<file path="src/rtl/dmem_arbiter_if.sv">
// Bus bundle between the two requesters, the data-memory arbiter and the
// single-port word-addressed data memory.
//   slave  : the arbiter's view (requests in, acks/read data/memory controls out)
//   master : the environment's view (the two requesters plus the memory)
interface dmem_arbiter_if #(
  parameter int ADDR_W = 32,
  parameter int DATA_W = 32
);

  // Master 0 (CPU load/store unit)
  logic              m0_req;
  logic              m0_we;
  logic [ADDR_W-1:0] m0_addr;
  logic [DATA_W-1:0] m0_wdata;
  logic [3:0]        m0_be;
  logic              m0_ack;
  logic [DATA_W-1:0] m0_rdata;

  // Master 1 (UART debug loader / program-load path)
  logic              m1_req;
  logic              m1_we;
  logic [ADDR_W-1:0] m1_addr;
  logic [DATA_W-1:0] m1_wdata;
  logic [3:0]        m1_be;
  logic              m1_ack;
  logic [DATA_W-1:0] m1_rdata;

  // Data memory side
  logic [ADDR_W-1:0] mem_addr;
  logic [DATA_W-1:0] mem_write_data;
  logic              mem_read;
  logic              mem_write;
  logic [DATA_W-1:0] mem_read_data;

  // Status
  logic              busy;

  modport slave (
    input  m0_req, m0_we, m0_addr, m0_wdata, m0_be,
    output m0_ack, m0_rdata,
    input  m1_req, m1_we, m1_addr, m1_wdata, m1_be,
    output m1_ack, m1_rdata,
    output mem_addr, mem_write_data, mem_read, mem_write,
    input  mem_read_data,
    output busy
  );

  modport master (
    output m0_req, m0_we, m0_addr, m0_wdata, m0_be,
    input  m0_ack, m0_rdata,
    output m1_req, m1_we, m1_addr, m1_wdata, m1_be,
    input  m1_ack, m1_rdata,
    input  mem_addr, mem_write_data, mem_read, mem_write,
    output mem_read_data,
    input  busy
  );

endinterface

</file>
<file path="src/rtl/dmem_arbiter.sv">
// Two-master data-memory arbiter with byte-enable stores.
// One memory transaction is in flight at a time. Partial-word stores are
// turned into a read-modify-write because the memory only writes whole words.
// Optional macro DMEM_ARB_RR_EN: round-robin arbitration between the masters.
// Without it, master 0 has fixed priority and no round-robin pointer exists.
module dmem_arbiter #(
  parameter int ADDR_W = 32,
  parameter int DATA_W = 32
) (
  input  logic          clk,
  input  logic          rst,
  dmem_arbiter_if.slave bus
);

  typedef enum logic [1:0] {
    IDLE,
    ACCESS,
    MERGE_WR,
    RESP
  } state_t;

  state_t state_q, state_d;

  // Latched transaction of the granted master
  logic              grant_q, grant_d;
  logic              we_q, we_d;
  logic [ADDR_W-1:0] addr_q, addr_d;
  logic [DATA_W-1:0] wdata_q, wdata_d;
  logic [3:0]        be_q, be_d;

  // RMW merge word and per-master read data holding registers
  logic [DATA_W-1:0] merge_q, merge_d;
  logic [DATA_W-1:0] rdata0_q, rdata0_d;
  logic [DATA_W-1:0] rdata1_q, rdata1_d;

  // Combinational helpers
  logic              any_req;
  logic              pick_m1;
  logic [ADDR_W-1:0] sel_addr;
  logic [DATA_W-1:0] merged_word;
  logic              mem_rd;
  logic              mem_wr;
  logic              ack_pulse;

  assign any_req = bus.m0_req | bus.m1_req;

`ifdef DMEM_ARB_RR_EN
  // Round-robin pointer: names the master that wins the next contended grant
  logic rr_q, rr_d;

  // Contended requests go to the pointed master; a lone requester always wins
  always_comb begin
    pick_m1 = bus.m1_req;
    if (bus.m0_req && bus.m1_req) begin
      pick_m1 = rr_q;
    end
  end

  // After every grant the pointer moves to the master that was not served
  always_comb begin
    rr_d = rr_q;
    if (state_q == IDLE && any_req) begin
      rr_d = ~pick_m1;
    end
  end

  // Pointer register, starts at master 0
  always_ff @(posedge clk) begin
    if (rst) begin
      rr_q <= 1'b0;
    end else begin
      rr_q <= rr_d;
    end
  end
`else
  // Fixed priority: master 1 only wins when master 0 is not requesting
  always_comb begin
    pick_m1 = bus.m1_req & ~bus.m0_req;
  end
`endif

  // Address of the winning request, forced to a word boundary
  always_comb begin
    sel_addr = pick_m1 ? bus.m1_addr : bus.m0_addr;
    sel_addr[1:0] = 2'b00;
  end

  // Byte-lane merge: new byte where enabled, otherwise keep the memory byte
  always_comb begin
    merged_word = bus.mem_read_data;
    for (int lane = 0; lane < 4; lane++) begin
      if (be_q[lane]) begin
        merged_word[8*lane +: 8] = wdata_q[8*lane +: 8];
      end
    end
  end

  // Next-state, latching and memory strobes for the transaction sequencer
  always_comb begin
    state_d  = state_q;
    grant_d  = grant_q;
    we_d     = we_q;
    addr_d   = addr_q;
    wdata_d  = wdata_q;
    be_d     = be_q;
    merge_d  = merge_q;
    rdata0_d = rdata0_q;
    rdata1_d = rdata1_q;
    mem_rd   = 1'b0;
    mem_wr   = 1'b0;
    unique case (state_q)
      IDLE: begin
        if (any_req) begin
          grant_d = pick_m1;
          addr_d  = sel_addr;
          if (pick_m1) begin
            we_d    = bus.m1_we;
            wdata_d = bus.m1_wdata;
            be_d    = bus.m1_be;
          end else begin
            we_d    = bus.m0_we;
            wdata_d = bus.m0_wdata;
            be_d    = bus.m0_be;
          end
          state_d = ACCESS;
        end
      end
      ACCESS: begin
        if (!we_q) begin
          mem_rd = 1'b1;
          if (grant_q) begin
            rdata1_d = bus.mem_read_data;
          end else begin
            rdata0_d = bus.mem_read_data;
          end
          state_d = RESP;
        end else if (be_q == 4'b1111) begin
          mem_wr  = 1'b1;
          state_d = RESP;
        end else if (be_q == 4'b0000) begin
          state_d = RESP;
        end else begin
          mem_rd  = 1'b1;
          merge_d = merged_word;
          state_d = MERGE_WR;
        end
      end
      MERGE_WR: begin
        mem_wr  = 1'b1;
        state_d = RESP;
      end
      RESP: begin
        state_d = IDLE;
      end
      default: begin
        state_d = IDLE;
      end
    endcase
  end

  // State and datapath registers; reset aborts any transaction in flight
  always_ff @(posedge clk) begin
    if (rst) begin
      state_q  <= IDLE;
      grant_q  <= 1'b0;
      we_q     <= 1'b0;
      addr_q   <= '0;
      wdata_q  <= '0;
      be_q     <= 4'b0000;
      merge_q  <= '0;
      rdata0_q <= '0;
      rdata1_q <= '0;
    end else begin
      state_q  <= state_d;
      grant_q  <= grant_d;
      we_q     <= we_d;
      addr_q   <= addr_d;
      wdata_q  <= wdata_d;
      be_q     <= be_d;
      merge_q  <= merge_d;
      rdata0_q <= rdata0_d;
      rdata1_q <= rdata1_d;
    end
  end

  // Outputs: strobes and ack are masked during reset so nothing escapes
  always_comb begin
    ack_pulse          = (state_q == RESP) && !rst;
    bus.m0_ack         = ack_pulse && !grant_q;
    bus.m1_ack         = ack_pulse && grant_q;
    bus.m0_rdata       = rdata0_q;
    bus.m1_rdata       = rdata1_q;
    bus.mem_addr       = addr_q;
    bus.mem_write_data = (state_q == MERGE_WR) ? merge_q : wdata_q;
    bus.mem_read       = mem_rd && !rst;
    bus.mem_write      = mem_wr && !rst;
    bus.busy           = (state_q != IDLE);
  end

endmodule
</file>
<file path="src/flat_wrapper.sv">
// flat-port wrapper written by rule: the top's interface ports become plain ports
module dmem_arbiter_flat 
#(
  parameter int ADDR_W = 32,
  parameter int DATA_W = 32
)
  (clk, rst, bus_m0_req, bus_m0_we, bus_m0_addr, bus_m0_wdata, bus_m0_be, bus_m0_ack, bus_m0_rdata, bus_m1_req, bus_m1_we, bus_m1_addr, bus_m1_wdata, bus_m1_be, bus_m1_ack, bus_m1_rdata, bus_mem_addr, bus_mem_write_data, bus_mem_read, bus_mem_write, bus_mem_read_data, bus_busy);
  dmem_arbiter_if #(.ADDR_W(ADDR_W), .DATA_W(DATA_W)) bus_i ();
  input  logic clk;
  input  logic rst;
  input wire logic [$bits(bus_i.m0_req)-1:0] bus_m0_req;
  input wire logic [$bits(bus_i.m0_we)-1:0] bus_m0_we;
  input wire logic [$bits(bus_i.m0_addr)-1:0] bus_m0_addr;
  input wire logic [$bits(bus_i.m0_wdata)-1:0] bus_m0_wdata;
  input wire logic [$bits(bus_i.m0_be)-1:0] bus_m0_be;
  output wire logic [$bits(bus_i.m0_ack)-1:0] bus_m0_ack;
  output wire logic [$bits(bus_i.m0_rdata)-1:0] bus_m0_rdata;
  input wire logic [$bits(bus_i.m1_req)-1:0] bus_m1_req;
  input wire logic [$bits(bus_i.m1_we)-1:0] bus_m1_we;
  input wire logic [$bits(bus_i.m1_addr)-1:0] bus_m1_addr;
  input wire logic [$bits(bus_i.m1_wdata)-1:0] bus_m1_wdata;
  input wire logic [$bits(bus_i.m1_be)-1:0] bus_m1_be;
  output wire logic [$bits(bus_i.m1_ack)-1:0] bus_m1_ack;
  output wire logic [$bits(bus_i.m1_rdata)-1:0] bus_m1_rdata;
  output wire logic [$bits(bus_i.mem_addr)-1:0] bus_mem_addr;
  output wire logic [$bits(bus_i.mem_write_data)-1:0] bus_mem_write_data;
  output wire logic [$bits(bus_i.mem_read)-1:0] bus_mem_read;
  output wire logic [$bits(bus_i.mem_write)-1:0] bus_mem_write;
  input wire logic [$bits(bus_i.mem_read_data)-1:0] bus_mem_read_data;
  output wire logic [$bits(bus_i.busy)-1:0] bus_busy;
  assign bus_i.m0_req = bus_m0_req;
  assign bus_i.m0_we = bus_m0_we;
  assign bus_i.m0_addr = bus_m0_addr;
  assign bus_i.m0_wdata = bus_m0_wdata;
  assign bus_i.m0_be = bus_m0_be;
  assign bus_m0_ack = bus_i.m0_ack;
  assign bus_m0_rdata = bus_i.m0_rdata;
  assign bus_i.m1_req = bus_m1_req;
  assign bus_i.m1_we = bus_m1_we;
  assign bus_i.m1_addr = bus_m1_addr;
  assign bus_i.m1_wdata = bus_m1_wdata;
  assign bus_i.m1_be = bus_m1_be;
  assign bus_m1_ack = bus_i.m1_ack;
  assign bus_m1_rdata = bus_i.m1_rdata;
  assign bus_mem_addr = bus_i.mem_addr;
  assign bus_mem_write_data = bus_i.mem_write_data;
  assign bus_mem_read = bus_i.mem_read;
  assign bus_mem_write = bus_i.mem_write;
  assign bus_i.mem_read_data = bus_mem_read_data;
  assign bus_busy = bus_i.busy;
  dmem_arbiter #(.ADDR_W(ADDR_W), .DATA_W(DATA_W)) u_core (.clk(clk), .rst(rst), .bus(bus_i));
endmodule
</file>
<file path="config.mk">
export PLATFORM = sky130hd
export DESIGN_NAME = dmem_arbiter_flat
export DESIGN_NICKNAME = d
export VERILOG_FILES = /design/src/rtl/dmem_arbiter_if.sv /design/src/rtl/dmem_arbiter.sv /design/src/flat_wrapper.sv
export SDC_FILE = /design/constraint.sdc
export NUM_CORES = 1
export LEC_CHECK = 0
export ABC_AREA = 0
export CORE_ASPECT_RATIO = 1.5
export CORE_MARGIN = 1
export CORE_UTILIZATION = 45
export CTS_CLUSTER_DIAMETER = 40
export DETAILED_ROUTE_END_ITERATION = 8
export PLACE_DENSITY = 0.84
export RECOVER_POWER = 50
export SYNTH_ARGS = -nofsm -noshare
export SYNTH_HDL_FRONTEND = slang
export SYNTH_SLANG_ARGS = --single-unit
</file>
<file path="constraint.sdc">
create_clock -name clk -period 4.8 [get_ports clk]
set_clock_uncertainty 0.05 [all_clocks]
set_input_delay 0.48 -clock clk [delete_from_list [all_inputs] [get_ports clk]]
set_output_delay 0.48 -clock clk [all_outputs]
set_load 0.1 [all_outputs]
</file>
Word level (Yosys, flattened, before mapping):

Cells that the tools add are included.

* magnitude comparators: 0
* bitwise operators: 7
* add/sub/neg operators: 0
* eq/ne operators: 5
* div/mod/pow operators: 0
* shifts and indexed selects: 0
* reductions and logical operators: 14
* multiplexer cells: 21
* $mul: 0

Operators with widths (number)
* $mux 32: 3
* $mux 8: 4
* $mux 1: 8
* $pmux 2 s4: 1
* $mux 2: 3
* $reduce_and 3->1: 2
* $logic_and 1x1->1: 5
* $not 1->1: 5
* $eq 2x2->1 const B: 2
* $eq 4x4->1 const B: 1
* $logic_not 4->1: 1
* $mux 4: 1
* $reduce_and 4->1: 1
* $eq 2x1->1 const B: 1
* $logic_not 1->1: 2
* $logic_not 2->1: 1
* $ne 2x1->1 const B: 1
* $pmux 1 s2: 1
* $reduce_and 2->1: 1
* $reduce_bool 2->1: 1
* $and 1x1->1: 1
* $or 1x1->1: 1

* logic and storage cells: 56
* memory bits (read-only): 0
* RAM bits: 0
* bits in latches: 0
* input port bits: 174
* memories kept: 0
* register bits after elaboration: 166
* output and inout port bits: 133

Longest topological paths before layout:

Gate-level depths: netlist of the first run.

* depth after elaboration: 6
* depth in mapped cells: 8
* depth with buffers taken out: 5

Worst setup path after synthesis of the first run:

No wires, ideal clock.

* path kind: input -> output
* start: input rst
* end: output bus_m0_ack
* path slack: 1227 ps
* required time: 4270 ps
* cell stages on the path: 3
* arrival: 3043 ps
* buffers on the path: 2
* cell sequence: clkbuf_1 > clkbuf_1 > nor3b_1

* longest elaborated chain between the ends: 3

RTL lines
* start, declared: RTL line flat_wrapper.sv:10 `input logic rst;`
* $logic_not 1->1: RTL line dmem_arbiter.sv:188 `ack_pulse = (state_q == RESP) && !rst;`
* $logic_and 1x1->1: RTL line dmem_arbiter.sv:188
* $logic_and 1x1->1: RTL line dmem_arbiter.sv:189 `bus.m0_ack = ack_pulse && !grant_q;`
* end, declared: RTL line flat_wrapper.sv:16 `output wire logic [$bits(bus_i.m0_ack)-1:0] bus_m0_ack;`

Every way passes these cells.

Worst setup path in the final report of the first run:

* start: register u_core.state_q[0]
* end: register u_core.wdata_q[31]

* longest elaborated chain between the ends: 2

RTL lines
* start, declared: RTL line dmem_arbiter.sv:22 `state_t state_q, state_d;`
* start signal, assigned: RTL line dmem_arbiter.sv:174 `state_q <= state_d;`
* $logic_not 2->1: RTL line dmem_arbiter.sv:111 `unique case (state_q)`
* $reduce_and 2->1 (no source line)
* end signal, assigned: RTL line dmem_arbiter.sv:178 `wdata_q <= wdata_d;`
* end, declared: RTL line dmem_arbiter.sv:28 `logic [DATA_W-1:0] wdata_q, wdata_d;`

Every way passes these cells.
A chain may end at the register's enable or synchronous reset.

==> metrics.md, run 1 <==
| Metric | Value |
|---|---|
| Hold crit path type | reg -> reg |
| Core Rows | 57 |
| Pin count of the biggest net entering global routing | 97 |
| Critical path type | reg -> reg |
| P_leak | 3.98 nW |
| Startpoint Class | register |
| P&R area growth vs syn | 47.9% |
| Cell chain of the critical path | inv_1 > ha_1 > o21a_1 > clkbuf_1 > nor2_1 > a211oi_1 |
| Initial antenna violation count | 0 |
| Chip Width | 107 µm |
| Fin. max-slew vios | 127 |
| Primary FF master, synth | dfxtp_1 |
| Total negative slack | 0 ns |
| Synth unique cells | 32 |
| Core area | 16200 µm² |
| Dpl cell area | 10500 µm² |
| Finished Core Util | 68.1% |
| Yosys reg bits | 166 |
| Rel. slew slack | -72.3% |
| Pre-CTS WS | 1.50 ns |
| CP max stage cell | clkbuf_1 |
| Final Instance Area | 11000 µm² |
| First drt pass iteration count | 5 |
| Failing checks | max-capacitance violations, max-slew violations |
| Die area | 17100 µm² |
| First-pass GRT wire length | 34900 µm |
| Max Root-Sink Buffers | 2 |
| Detail Route Antenna Nets | 0 |
| PortBufs | 300 |
| Yosys warns | 0 |
| Final WS setup | 0.896 ns |
| Arr. time, crit path | 4.15 ns |
| Area contributors post-synth | dfxtp_1 (45%), mux2i_1 (13%), a211oi_1 (7.0%) |
| Layout cells sized above 1 | 9.83% |
| Ys async rst share | 0% |
| Layout net count | 1233 |
| Total GRT Usage | 26.1% |
| Final hold slack | 0.399 ns |
| Number of clock buffers inserted by TritonCTS | 17 |
| Remaining global-route overflow | 0 |
| Top-count cell post-synth | dfxtp_1 |
| Sequential area share after synthesis | 44.6% |
| Syn_area_per_cell | 9.25 µm² |
| Vias after detailed routing | 6851 |
| Mapped Area | 7450 µm² |
| Top-area cell type share of the netlist area | 44.6% |
| Crit path required time | 5.05 ns |
| EDFF count, synth | 0 |
| Vias in the first global route | 6832 |
| Status | finished with violations |
| Worst path max stage delay | 1.70 ns |
| Post-CTS Setup Inserts | 0 |
| Final wirelength | 22300 µm |
| Antenna cells | 0 |
| CTS tree | done |
| Cell Count, Final, Fillers Out | 1274 |
| Fin crit period | 3.90 ns |
| # fillers | 1251 |
| Vias per inst | 5.38 |
| Design Power | 7.76 mW |
| HPWL Detailed | 15600 µm |
| Starting DRT DRC Count | 303 |
| Post-synth top area cell | dfxtp_1 |
| Reg clk slew, reported paths | 0.06 ns |
| Gp weighted congestion | 0.784 |
| Crit. End Element | register |
| Pwr per Cell Area | 704 nW/µm² |
| Critical path peak fanout | 54 |
| IO Pins | 307 |
| Tcrit/Tclk final | 81.3% |
| Drt drc | 0 |
| Post-synthesis cell count | 806 |
| Final setup fails | 0 |
| WL per Instance | 17.5 µm |
| Chip height | 160 µm |
| Most frequent cells after synthesis | dfxtp_1 (166), nand2_1 (131), mux2i_1 (100) |
| Max VDD drop | 0.454 mV |
| Clock root buffer | clkbuf_16 |
| H-tree lvl count | 4 |
| Max Cap Viol | 3 |
| Final Hold Vio Count | 0 |
| Initial Util | 46.0% |
| Worst-Skew Late Latency | 0.41 ns |
| Hold Buf Count CTS | 0 |
| Placed Cells | 1242 |
| Post_cts resized | 0 |
| Unrepaired setup endpoints after global routing | no |
| Clock tree sinks | 166 |
| Fmax | 256 MHz |
| Slew @ Worst Pin | 2.58 ns |
[worst paths after layout]
kind,start,to,slack [ns],cells past startpoint
worst max-delay path,u_core.state_q[0],u_core.wdata_q[31],0.90,6
worst max register to register,u_core.state_q[0],u_core.wdata_q[31],0.90,6
worst min register to register,u_core.bus.m0_rdata[0],u_core.bus.m0_rdata[0],0.40,2
worst min-delay path,u_core.bus.m0_rdata[0],u_core.bus.m0_rdata[0],0.40,2
[critical path, delay by kind of cell (launching register included)]
family,cells,cell delay (ns)
AOI/OAI and AO/OA,2,1.19
buffers and inverters,2,1.81
adders and majority gates,1,0.25
and+or+nand+nor,1,0.11
DFF,1,0.36
[cells by family (layout without fill, tap and decap cells)]
| logic type | after synthesis | after routing | share of synthesized area [%] |
|---|---|---|---|
| AOI/OAI and AO/OA | 202 | 202 | 19.6 |
| DFF | 166 | 166 | 44.6 |
| and+or+nand+nor | 216 | 216 | 11.7 |
| muxes | 132 | 132 | 18.3 |
| adders and majority gates | 4 | 4 | 0.671 |
| buffers and inverters | 85 | 346 | 5.14 |
| other | 1 | 2 | 0.0503 |
[final cells by class]
class | count | area, µm² | share of cell area (%)
repair buffers | 311 | 3090 | 28.0
inverters | 3 | 11.3 | 0.102
well taps | 206 | 258 | 2.34
clock buffers | 20 | 447 | 4.05
clock inverters | 12 | 143 | 1.29
flip-flops and latches | 166 | 3320 | 30.1
multi-input cells | 556 | 3760 | 34.1
[routing by layer]
layer	track usage (%)	wire [µm]	up-vias
met5	0	0	-
met4	13.0	907	0
met3	5.92	1300	58
met2	47.3	11500	241
met1	27.8	8550	3186
li1	-	-	3366
[placed cells by master (no fill, tap or decap), drive strengths merged]
master	instances
o21a	2
o21bai	1
dlygate4sd3	34
nand4	1
nor3b	3
inv	7
nor2b	1
nand2b	2
mux2	32
nand3	1
a21oi	66
or4	1
nor4b	1
ha	4
clkinvlp	4
buf	10
and3	1
nor2	68
dfxtp	166
and3b	3
mux2i	100
clkinv	2
nand2	131
a211oi	100
and2	1
clkbuf	23
bufinv	2
conb	2
nand3b	1
a311oi	1
a31oi	32
or3b	1
clkdlybuf4s50	264
[power breakdown]
group / switching [mW] / total [mW] / internal (mW)
Sequential: 0.266 / 1.99 / 1.73
Combinational: 3.25 / 4.41 / 1.16
Clock: 0.571 / 1.36 / 0.789
[registers in the layout (all words and copies together) (netlist names)]
signal	count
u_core.we_q	1
u_core.bus.m0_rdata	32
u_core.grant_q	1
u_core.wdata_q	32
u_core.merge_q	32
u_core.bus.m1_rdata	32
u_core.bus.mem_addr	30
u_core.state_q	2
u_core.be_q	4
(Power assumes the default switching activity.)
==> run 2: changes to the inputs <==
--- a/config.mk
+++ b/config.mk
@@ -8,10 +8,10 @@
 export ABC_AREA = 0
 export CORE_ASPECT_RATIO = 1.5
 export CORE_MARGIN = 1
-export CORE_UTILIZATION = 45
+export CORE_UTILIZATION = 39
 export CTS_CLUSTER_DIAMETER = 40
 export DETAILED_ROUTE_END_ITERATION = 8
-export PLACE_DENSITY = 0.84
+export PLACE_DENSITY = 0.78
 export RECOVER_POWER = 50
 export SYNTH_ARGS = -nofsm -noshare
 export SYNTH_HDL_FRONTEND = slang
==> constraint.sdc (replaced) <==
create_clock -name clk -period 3.15 [get_ports clk]
set_clock_uncertainty 0.05 [all_clocks]
set_input_delay 0.315 -clock clk [delete_from_list [all_inputs] [get_ports clk]]
set_output_delay 0.315 -clock clk [all_outputs]
set_load 0.1 [all_outputs]
==> run 2 against run 1 <==
Compared with the run above: clock-buffer cell count is 2 lower; clock power is 51% higher; sequential share of layout area hardly changed; first-iteration DRC count is 13% higher; the flow now finishes without violations; worst setup slack worse by 0.53 ns; largest power group unchanged; flip-flop and latch count stayed put; cell area is 0.11% lower.
==> metrics.md, run 2 (synthesis results as in run 1) <==
| Metric | Value |
|---|---|
| Status | finished, final reports clean |
| Max Cap Viol | 0 (-3) |
| Core Rows | 61 (+7.0%) |
| Final setup fails | 0 (unchanged) |
| Fin. max-slew vios | 0 (-100%) |
| Max Root-Sink Buffers | 2 (unchanged) |
| Vias per inst | 5.16 (-4.0%) |
| Vias in the first global route | 6621 (-3.1%) |
| Buffers & Inverters on Critical Path | 2 (unchanged) |
| Worst path max stage delay | 0.77 ns (-0.93 ns) |
| Unrepaired setup endpoints after global routing | no |
| Sequential cell area | 3320 µm² (unchanged) |
| Crit. End Element | primary output |
| Most frequent cells in the layout | clkdlybuf4s50_1 (251), dfxtp_1 (166), nand2_1 (131) |
| Critical path type | reg -> out |
| H-tree lvl count | 4 (unchanged) |
| IO Pins | 307 (unchanged) |
| Pwr per Cell Area | 1070 nW/µm² (+51%) |
| Critical path peak fanout | 33 (-39%) |
| Gp weighted congestion | 0.787 (+0.41%) |
| Post_cts resized | 0 (unchanged) |
| Drt drc | 0 (unchanged) |
| Rel. slew slack | 13.6% (+86 points) |
| Hold wc startpoint | rst |
| Final WS setup | 0.363 ns (-0.533 ns) |
| Most common cell after layout, fill and taps aside | clkdlybuf4s50_1 |
| Chip height | 171 µm (+7.3%) |
| Chip Width | 115 µm (+7.3%) |
| Detail Route Antenna Nets | 0 (unchanged) |
| Initial antenna violation count | 0 (unchanged) |
| WL per Instance | 17.1 µm (-2.3%) |
| Cell chain of the critical path | or4_1 > buf_4 > nand2_1 > a21oi_1 > buf_12 |
| P_leak | 3.95 nW (-0.74%) |
| First drt pass iteration count | 4 (-1) |
| Post-CTS Setup Inserts | 0 (unchanged) |
| Hold crit path type | in -> reg |
| P&R area growth vs syn | 47.8% |
| Starting DRT DRC Count | 342 (+13%) |
| Pin count of the biggest net entering global routing | 88 (-9.3%) |
| Core area | 18600 µm² (+15%) |
| HPWL Detailed | 16200 µm (+3.7%) |
| Initial Util | 40.0% (-6.0 points) |
| CP delay by family, top | flip-flops |
| Layout cells sized above 1 | 13.8% (+3.9 points) |
| Startpoint Class | register |
| CP max stage cell | dfxtp_1 |
| Pre-CTS WS | 0.718 ns (-0.779 ns) |
| Fmax | 359 MHz |
| Fin crit period | 2.79 ns |
| Total negative slack | 0 ns (unchanged) |
| Total GRT Usage | 23.1% (-3.0 points) |
| Die area | 19700 µm² (+15%) |
| Max VDD drop | 0.528 mV (+16%) |
| Number of clock buffers inserted by TritonCTS | 17 (unchanged) |
| Worst-Skew Late Latency | 0.43 ns (+0.02 ns) |
| Hold Buf Count CTS | 0 (unchanged) |
| Antenna cells | 0 (unchanged) |
| Layout net count | 1239 (+0.49%) |
| # fillers | 1672 (+34%) |
| Design Power | 11.7 mW (+51%) |
| Reg2reg start | u_core.state_q[0] |
| PortBufs | 300 (unchanged) |
| Final wirelength | 22700 µm (+1.7%) |
| CTS tree | done |
| Clock root buffer | clkbuf_16 |
| Tcrit/Tclk final | 88.5% |
| Remaining global-route overflow | 0 (unchanged) |
| Vias after detailed routing | 6848 (-0.044%) |
| Reg clk slew, reported paths | 0.07 ns (about the same) |
| Final Instance Area | 11000 µm² (-0.11%) |
| Slew @ Worst Pin | 1.30 ns (-1.28 ns) |
| Final Hold Vio Count | 0 (unchanged) |
| First-pass GRT wire length | 34900 µm (+0.12%) |
| Clock tree sinks | 166 (unchanged) |
| Dpl cell area | 10500 µm² (+0.53%) |
| Footprint of the multi-input gates | 3770 µm² (+0.37%) |
| Arr. time, crit path | 2.42 ns (-1.73 ns) |
| Crit path from | u_core.be_q[2] |
| Crit path required time | 2.78 ns (-2.27 ns) |
run 2: cell types whose count changed in the layout (fill, tap and decap cells not counted), sizes merged:
cell	before	now
inv	7	10
bufinv	2	1
dlygate4sd3	34	1
clkinvlp	4	2
buf	10	47
clkbuf	23	36
clkdlybuf4s50	264	251
clkinv	2	4
run 2: through the flow:
stage               utilization (%)  hold WS [ns]  cells
floorplan                         -         0.365    807
global placement               56.5         0.391   1294
detailed placement             56.5         0.396   1294
CTS                            59.6         0.330   1326
global route                   59.2         0.346   1326
finish                         59.2         0.334   1326
run 2: metal layers:
layer  share of wire, %  GRT usage [%]
met3                5.3           5.25
met4                3.5           10.1
met5                  0              0
met2                 53           42.0
met1                 39           25.3
run 2: final timing paths:
path | endpoint | cells after the start | slack, ns
hold / removal | u_core.state_q[1] | 2 | 0.33
setup reg to reg | u_core.wdata_q[16] | 6 | 0.48
setup / recovery | bus_mem_read | 5 | 0.36
hold reg to reg | u_core.bus.m1_rdata[18] | 2 | 0.40
run 2: cell type report:
type                       instances  area share, %
sequential                       166           30.2
tap                              252           2.86
inverter                           3          0.102
clock buffer                      18           3.99
multi-input combinational        556           34.3
timing repair buffer             317           27.4
clock inverter                    14           1.26
run 2: where the power goes:
part | internal (mW) | total [mW] | switching (mW)
combinational | 1.69 | 6.65 | 4.96
sequential | 2.63 | 3.04 | 0.412
clock | 1.13 | 2.05 | 0.918
total | 5.45 | 11.7 | 6.29
run 2: worst register-to-register path: cells and delay by family, from the launching register on:
kind / cells / cell delay, ns
flip-flops: 1 / 0.36
adder cells (fa/ha/maj): 1 / 0.25
AO/OA/AOI/OAI: 2 / 1.00
buffers and inverters: 2 / 0.79
AND/OR/NAND/NOR: 1 / 0.14
==> run 3: changes to the inputs <==
--- a/config.mk
+++ b/config.mk
@@ -7,12 +7,14 @@
 export LEC_CHECK = 0
 export ABC_AREA = 0
 export CORE_ASPECT_RATIO = 1.5
-export CORE_MARGIN = 1
+export CORE_MARGIN = 2
 export CORE_UTILIZATION = 39
 export CTS_CLUSTER_DIAMETER = 40
 export DETAILED_ROUTE_END_ITERATION = 8
+export GPL_ROUTABILITY_DRIVEN = 0
 export PLACE_DENSITY = 0.78
 export RECOVER_POWER = 50
+export SLEW_MARGIN = 20
 export SYNTH_ARGS = -nofsm -noshare
 export SYNTH_HDL_FRONTEND = slang
 export SYNTH_SLANG_ARGS = --single-unit
==> run 3 against run 2 <==
Compared with the run above: the flow now finishes with violations (max-capacitance violations, max-slew violations); clock power about the same; die area is 2.9% higher; power about the same; cell count about the same; sequential power decreased by 2%.
==> metrics.md, run 3 (synthesis results as in run 1) <==
| Metric | Value |
|---|---|
| Status | finished with violations |
| Failing checks | max-capacitance violations, max-slew violations |
| Final wirelength | 22600 µm (-0.23%) |
| Hold crit path type | in -> reg |
| Layout cells sized above 1 | 13.9% (+0.080 points) |
| First drt pass iteration count | 4 (unchanged) |
| Final hold slack | 0.295 ns (-0.0384 ns) |
| WL per Instance | 17.0 µm (-0.31%) |
| Startpoint Class | register |
| Total GRT Usage | 22.2% (-0.82 points) |
| Fmax | 367 MHz (+2.2%) |
| Pwr per Cell Area | 1070 nW/µm² (about the same) |
| Total negative slack | 0 ns (unchanged) |
| Number of clock buffers inserted by TritonCTS | 17 (unchanged) |
| Reg2reg path depth | 6 (unchanged) |
| Drt drc | 0 (unchanged) |
| Comb power frac | 57.3% (+0.7 points) |
| Initial Util | 40.0% (unchanged) |
| HPWL Detailed | 16200 µm (+0.13%) |
| Detail Route Antenna Nets | 0 (unchanged) |
| # fillers | 1685 (+0.78%) |
| Initial antenna violation count | 0 (unchanged) |
| WHS Path Cells | 2 (unchanged) |
| PortBufs | 300 (unchanged) |
| Hold Buf Count CTS | 0 (unchanged) |
| Vias after detailed routing | 6763 (-1.2%) |
| Slew @ Worst Pin | 1.58 ns (+0.282 ns) |
| Post_cts resized | 0 (unchanged) |
| Fin. max-slew vios | 29 (+29) |
| Rel. slew slack | -5.63% (-19 points) |
| IO Pins | 307 (unchanged) |
| Post-CTS Setup Inserts | 0 (unchanged) |
| Remaining global-route overflow | 0 (unchanged) |
| First-pass GRT wire length | 35100 µm (+0.37%) |
| Fin crit period | 2.73 ns (-0.0588 ns) |
| Most common cell after layout, fill and taps aside | clkdlybuf4s50_1 |
| Max Cap Viol | 1 (+1) |
| Final setup fails | 0 (unchanged) |
| Layout net count | 1240 (+0.081%) |
| Critical path peak fanout | 28 (-15%) |
| Critical path type | reg -> reg |
| Final Hold Vio Count | 0 (unchanged) |
| Max VDD drop | 0.675 mV (+28%) |
| Vias per inst | 5.10 (-1.3%) |
| Reg clk slew, reported paths | 0.07 ns (about the same) |
| Vias in the first global route | 6665 (+0.66%) |
| P_leak | 3.95 nW (about the same) |
| Chip Width | 117 µm (+1.7%) |
| CTS tree | done |
| Starting DRT DRC Count | 292 (-15%) |
| Max Root-Sink Buffers | 2 (unchanged) |
| P&R area growth vs syn | 47.8% (unchanged) |
| Arr. time, crit path | 3.04 ns (+0.62 ns) |
| Unrepaired setup endpoints after global routing | no |
| Core area | 18600 µm² (unchanged) |
| Sequential power share | 25.3% (-0.6 points) |
| Psw | 6.28 mW (about the same) |
| Pin count of the biggest net entering global routing | 95 (+8.0%) |
| Clock tree sinks | 166 (unchanged) |
| Chip height | 173 µm (+1.2%) |
| Crit path required time | 3.46 ns (+0.68 ns) |
| Die area | 20300 µm² (+2.9%) |
| Int Power | 5.46 mW (about the same) |
| Switching Fraction | 53.5% (about the same) |
| H-tree lvl count | 4 (unchanged) |
| Clock root buffer | clkbuf_16 |
| Worst-Skew Late Latency | 0.43 ns (about the same) |
| Crit. End Element | register |
| Antenna cells | 0 (unchanged) |
| Tcrit/Tclk final | 86.6% (-1.9 points) |
| Clock power share | 17.4% (about the same) |
| Most frequent cells in the layout | clkdlybuf4s50_1 (248), dfxtp_1 (166), nand2_1 (131) |
| Core Rows | 61 (unchanged) |
==> run 3: cell types whose count changed in the layout (fill, tap and decap cells not counted), sizes merged <==
cell and change:
clkinv -1, buf +4, clkdlybuf4s50 -3, clkinvlp +1
==> run 3: per-stage QoR <==
stage	cell area (µm²)	utilization [%]	std cells	worst slack (ns)	power (mW)
detailed placement	10500	56.5	1295	0.819	9.82
floorplan	7460	-	807	0.204	8.20
finish	11000	59.2	1327	0.422	11.7
global route	11000	59.2	1327	0.213	12.2
CTS	11100	59.6	1327	0.388	11.9
global placement	10500	56.5	1295	0.850	9.75
==> run 3: cell type report <==
class,count,area [µm²],area share (%)
clock buffer,18,429,3.90
clock inverter,14,141,1.28
inverter,3,11.3,0.102
multi-input combinational,556,3770,34.3
sequential,166,3320,30.2
tap,252,315,2.86
timing repair buffer,318,3020,27.4
==> run 3: power by group through the flow <==
stage	combinational, mW	clock [mW]	sequential (mW)
2_1_floorplan	3.40	0	4.80
3_3_place_gp	6.75	0	3.00
3_5_place_dp	6.80	0	3.02
4_1_cts	6.82	2.09	2.98
5_1_grt	7.02	2.16	3.05
6_report	6.73	2.04	2.98
==> run 3: per-layer routing <==
metal / wire [µm] / global-route usage, % / vias to the layer above / share of wire, %
li1: - / - / 3383 / -
met1: 8660 / 25.0 / 3134 / 38
met2: 12000 / 39.4 / 206 / 53
met3: 1210 / 5.00 / 40 / 5.4
met4: 720 / 9.41 / 0 / 3.2
met5: 0 / 0 / - / 0
==> run 3: path summary, 6_finish.rpt <==
check / startpoint / end / slack (ns)
worst max-delay path: u_core.state_q[1] / u_core.bus.m1_rdata[7] / 0.42
worst min-delay path: rst / u_core.state_q[1] / 0.30
worst max register to register: u_core.state_q[1] / u_core.bus.m1_rdata[7] / 0.42
worst min register to register: u_core.bus.m1_rdata[19] / u_core.bus.m1_rdata[19] / 0.40
==> run 3: worst max-delay path, stage by stage, from the launching register on <==
cell      delay, ns
dfxtp_1        0.42
inv_1          0.09
ha_1           0.27
nand3b_1       0.27
clkbuf_1       1.19
nand2_1        0.18
a21oi_1        0.19
